--- src/rtl/jump_key_conditioner_pkg.sv ---
// Shared definitions for the jump key conditioner: debounce FSM encoding and defaults.
package jump_key_conditioner_pkg;

  localparam int unsigned DEBOUNCE_CYCLES_DEFAULT = 2400;
  localparam int unsigned PRESS_CNT_W             = 8;

  typedef enum logic [1:0] {
    ST_UP           = 2'd0,
    ST_PRESS_WAIT   = 2'd1,
    ST_DOWN         = 2'd2,
    ST_RELEASE_WAIT = 2'd3
  } key_state_e;

endpackage

--- src/rtl/jump_key_conditioner_key_sync.sv ---
// Two-flop synchronizer for the raw push-button level.
module key_sync (
  input  logic clk,
  input  logic rstn,
  input  logic d_i,
  output logic q_o
);

  logic meta;

  always_ff @(posedge clk) begin
    if (!rstn) begin
      meta <= 1'b0;
      q_o  <= 1'b0;
    end else begin
      meta <= d_i;
      q_o  <= meta;
    end
  end

endmodule

--- src/rtl/jump_key_conditioner.sv ---
// Debounces the jump push-button and turns accepted presses into a jump request
// that is held until the next game-tick rising edge consumes it.
module jump_key_conditioner
  import jump_key_conditioner_pkg::*;
#(
  parameter int unsigned DEBOUNCE_CYCLES = DEBOUNCE_CYCLES_DEFAULT,
  parameter bit          KEY_ACTIVE_HIGH = 1'b1
) (
  input  logic       clk,
  input  logic       rstn,
  input  logic       key_i,
  input  logic       tick_i,
  output logic       jmp_o,
  output logic       press_o,
  output logic       key_level_o,
  output logic [7:0] press_cnt_o
);

  localparam int unsigned CNT_W = (DEBOUNCE_CYCLES > 1) ? $clog2(DEBOUNCE_CYCLES) : 1;
  localparam logic [CNT_W-1:0] CNT_LAST = CNT_W'(DEBOUNCE_CYCLES - 1);

  key_state_e       state, state_next;
  logic [CNT_W-1:0] cnt, cnt_next;
  logic             key_s;
  logic             k;
  logic             tick_q;
  logic             tick_rise_c;
  logic             press_set_c;
  logic             level_next_c;

  key_sync u_key_sync (
    .clk  (clk),
    .rstn (rstn),
    .d_i  (key_i),
    .q_o  (key_s)
  );

  assign k = KEY_ACTIVE_HIGH ? key_s : ~key_s;

  // State register
  always_ff @(posedge clk) begin
    if (!rstn) begin
      state <= ST_UP;
      cnt   <= '0;
    end else begin
      state <= state_next;
      cnt   <= cnt_next;
    end
  end

  // Next-state: a level change must persist DEBOUNCE_CYCLES cycles to be accepted
  always_comb begin
    state_next = state;
    cnt_next   = cnt;
    unique case (state)
      ST_UP: begin
        if (k) begin
          state_next = ST_PRESS_WAIT;
          cnt_next   = '0;
        end
      end
      ST_PRESS_WAIT: begin
        if (!k) begin
          state_next = ST_UP;
          cnt_next   = '0;
        end else if (cnt == CNT_LAST) begin
          state_next = ST_DOWN;
          cnt_next   = '0;
        end else begin
          cnt_next = cnt + CNT_W'(1);
        end
      end
      ST_DOWN: begin
        if (!k) begin
          state_next = ST_RELEASE_WAIT;
          cnt_next   = '0;
        end
      end
      ST_RELEASE_WAIT: begin
        if (k) begin
          state_next = ST_DOWN;
          cnt_next   = '0;
        end else if (cnt == CNT_LAST) begin
          state_next = ST_UP;
          cnt_next   = '0;
        end else begin
          cnt_next = cnt + CNT_W'(1);
        end
      end
      default: begin
        state_next = ST_UP;
        cnt_next   = '0;
      end
    endcase
  end

  // Output decode, registered below
  always_comb begin
    press_set_c  = 1'b0;
    level_next_c = 1'b0;
    press_set_c  = (state == ST_PRESS_WAIT) && (state_next == ST_DOWN);
    level_next_c = (state_next == ST_DOWN) || (state_next == ST_RELEASE_WAIT);
  end

  assign tick_rise_c = tick_i & ~tick_q;

  // A press being reported this cycle outranks a coincident tick edge
  always_ff @(posedge clk) begin
    if (!rstn) begin
      tick_q      <= 1'b0;
      press_o     <= 1'b0;
      key_level_o <= 1'b0;
      jmp_o       <= 1'b0;
      press_cnt_o <= '0;
    end else begin
      tick_q      <= tick_i;
      press_o     <= press_set_c;
      key_level_o <= level_next_c;
      jmp_o       <= press_set_c | (jmp_o & (press_o | ~tick_rise_c));
      if (press_set_c) begin
        press_cnt_o <= press_cnt_o + 8'(1);
      end
    end
  end

endmodule

--- config.mk ---
export PLATFORM = sky130hd
export DESIGN_NAME = jump_key_conditioner
export DESIGN_NICKNAME = d
export VERILOG_FILES = /design/src/rtl/jump_key_conditioner_pkg.sv /design/src/rtl/jump_key_conditioner_key_sync.sv /design/src/rtl/jump_key_conditioner.sv
export SDC_FILE = /design/constraint.sdc
export NUM_CORES = 1
export LEC_CHECK = 0
export CAP_MARGIN = 10
export CORE_AREA = 10 10 63 65
export DETAILED_ROUTE_END_ITERATION = 16
export DIE_AREA = 0 0 73 75
export PLACE_DENSITY_LB_ADDON = 0.08
export SYNTH_ARGS = -nofsm -noshare
export SYNTH_HDL_FRONTEND = slang
export SYNTH_HIERARCHICAL = 1
export SYNTH_SLANG_ARGS = --single-unit
export TNS_END_PERCENT = 30
--- constraint.sdc ---
create_clock -name clk -period 2 [get_ports clk]
set_input_delay 0.2 -clock clk [delete_from_list [all_inputs] [get_ports clk]]
set_output_delay 0.2 -clock clk [all_outputs]
set_load 0.02 [all_outputs]
==> impl_metrics.yaml <==
final_layout:
  drive_above_1_share_pct: 6.75
  finalNetCount: 170
  area_delta_synth_final_pct: 13.7
  stdcell_area_um2: 1530
  fin_util_pct: 56.3
  n_antenna_cell: 0
  fillers: 266
floorplan:
  ioPinCount: 15
  fp-row-count: 19
  design.die.area_um2: 5480
  die_x_um: 73
  die_h_um: 75
  coreArea_um2: 2710
  start_util_pct: 49.5
sta:
  fin_crit_ns: 1.80
  drv_slew: 0
  final.setup.tns_ns: 0
  skew_ns: 0.00444
  worstMarginPinSlew_ns: 0.443
  setup_viol: 0
  setup_ws_ns: 0.203
  rsz0062_at_grt: "false"
  max-slew-margin-rel_pct: 70.5
  max_freq_mhz: 557
  timing.final.crit_share_pct: 89.8
  finalHoldViolCount: 0
detailed_routing:
  drtIter0Drc: 102
  totalWireLength_um: 2770
  firstDrtPassIters: 4
  via_per_inst: 5.88
  drtAntennaViolNets: 0
  drcViolationCount: 0
  vias: 1140
  wl_per_cell_um: 14.3
synth:
  synthMuxAreaShare_pct: 9.69
  synth_top_family_by_area: "simple AND/OR/NAND/NOR gates"
  synth_edf_count: 0
  syn_avg_cell_area_um2: 8.95
  synth-simple-area-share_pct: 32.5
  synth_nets: 156
  ys_ff_latch: 27
  synthAdderAreaFrac_pct: 1.86
  synth-compound-area-share_pct: 8.67
  synthCells: 150
  async_flop_share_pct: 0
  synth_area_um2: 1340
  synth_xor_area_share_pct: 2.52
  ys_types: 33
  yosysWarningCount: 6
  yosysSeqAreaShare_pct: 40.3
  synthFlopType: "dfxtp_1"
global_routing:
  grtUsageMet3_pct: 2.89
  grt_pass1_vias: 1082
  grt_pass1_wl_um: 4840
  grt_overflow: 0
  globalRoute.busiestLayer: "met2"
  met1_usage_pct: 14.2
  grt_use_met2_pct: 16.2
  grt_use_total_pct: 10.8
  grt_max_degree: 17
  antenna_found_initial: 0
clocking:
  numCtsBuffers: 3
  clockBufferDepth: 2
  hold_buffers: 0
  clk_latency_ns: 0.32
  htree_levels: 1
  path_clk_slew_ns: 0.15
  ctsResizeCount: 0
  cts_setup_buffers: 0
  root_buffer: "clkbuf_4"
  cts_tree: "built"
  cts_sinks: 27
power:
  ir_drop_mv: 0.327
  power.density_nw_per_um2: 540
  p_total_mw: 0.824
  p_leak_nw: 0.598
setup_path:
  critPathRequiredTime_ns: 2.24
  worstSetupStartpointType: "flip-flop"
  rrSetupSlack_ns: 0.20
  endpoint_kind: "flip-flop"
  path_max_fanout: 9
  cp_data_arrival_time_ns: 2.03
  crit_type: "flip-flop to flip-flop"
placement:
  place_area_um2: 1500
  dpl_worst_slack_ns: 0.206
  io_buffers: 14
  globalplace.congestion: 0.815
  post-dp-hpwl_um: 1980
outcome:
  status: "finished clean"
flow_run:
  maxCapViolations: 0
min_path:
  min_path_type: "input port to flip-flop"
## power breakdown
group / total, mW / leakage, nW / internal [mW] / switching, mW
Sequential: 0.545 / 0.218 / 0.542 / 0.00293
Clock: 0.239 / 0.0177 / 0.0750 / 0.164
Combinational: 0.0404 / 0.362 / 0.0180 / 0.0224
## cell usage after synthesis (2+ instances only)
cell type,number,share of area [%]
a21oi_1,4,1.5
a31oi_1,6,2.8
and2_1,4,1.9
and3_1,6,2.8
and3b_1,2,1.3
and4_1,5,3.3
buf_2,2,0.75
buf_4,2,1.1
clkbuf_1,3,0.84
dfxtp_1,27,40
ha_1,2,1.9
inv_1,2,0.56
mux2i_1,13,9.7
nand2_1,17,4.8
nand2b_1,6,2.8
nand3_1,8,3.0
nand3b_1,5,2.8
nand4_1,9,4.2
nor2_1,8,2.2
nor3_1,2,0.75
nor4_1,2,0.93
o21ai_0,3,1.1
xnor2_1,2,1.3
## per-layer routing
layer	vias up	part of all wire (%)
li1	577	-
met1	537	48
met2	24	47
met3	2	5.3
met4	0	0.36
met5	-	0
## layout by cell type, fill, tap and decap left out, drive strengths merged
cell / instances
nand3b: 5
dfxtp: 27
clkdlybuf4s50: 14
o2111ai: 1
a31oi: 6
ha: 2
nor3b: 1
a21oi: 4
nor2: 8
xor2: 1
nand4: 9
a41oi: 1
o21a: 1
and3: 6
a32o: 1
clkinv: 1
and4bb: 1
inv: 2
o21ai: 3
a32oi: 1
nand2b: 6
and3b: 2
nor3: 2
clkbuf: 3
nor4: 2
and4: 5
nand2: 17
mux2i: 13
xnor2: 2
buf: 4
and2: 4
nand3: 8
## sequential cells by signal, indices dropped and copies added (netlist names)
register         cells
state                1
press_o              1
key_level_o          1
jmp_o                1
cnt                 12
u_key_sync/q_o       1
press_cnt_o          8
tick_q               1
u_key_sync/meta      1
## layout make-up
class | count | area (µm²) | area share, %
clock buffer | 3 | 22.5 | 1.48
clock inverter | 1 | 5.00 | 0.328
inverter | 2 | 7.51 | 0.492
multi-input combinational | 112 | 742 | 48.6
sequential | 27 | 541 | 35.4
tap | 31 | 38.8 | 2.54
timing repair buffer | 18 | 170 | 11.1
## kinds of logic after synthesis
kind of cell               after synthesis
AOI/OAI and AO/OA                       18
adders and majority gates                2
and+or+nand+nor                         76
xor gates and xnor gates                 3
muxes                                   13
DFF                                     27
buffers and inverters                   11
## critical path: stages (launching register included)
cell	delay, ns
dfxtp_1	0.41
ha_1	0.24
and4_1	0.32
and4_1	0.43
nand4_1	0.17
mux2i_1	0.14
## per-stage QoR
| stage | hold slack (ns) | instances |
|---|---|---|
| floorplan | 0.322 | 150 |
| global placement | 0.412 | 190 |
| detailed placement | 0.417 | 190 |
| CTS | 0.426 | 194 |
| global route | 0.428 | 194 |
| finish | 0.436 | 194 |
## path summary, 6_finish.rpt
path	end	depth (start not counted)	startpoint
worst max-delay path	press_cnt_o[4]	5	cnt[0]
worst min-delay path	u_key_sync/meta	2	key_i
worst max register to register	press_cnt_o[4]	5	cnt[0]
worst min register to register	u_key_sync/q_o	1	u_key_sync/meta
Note: power is estimated with default switching activity, not from simulation.
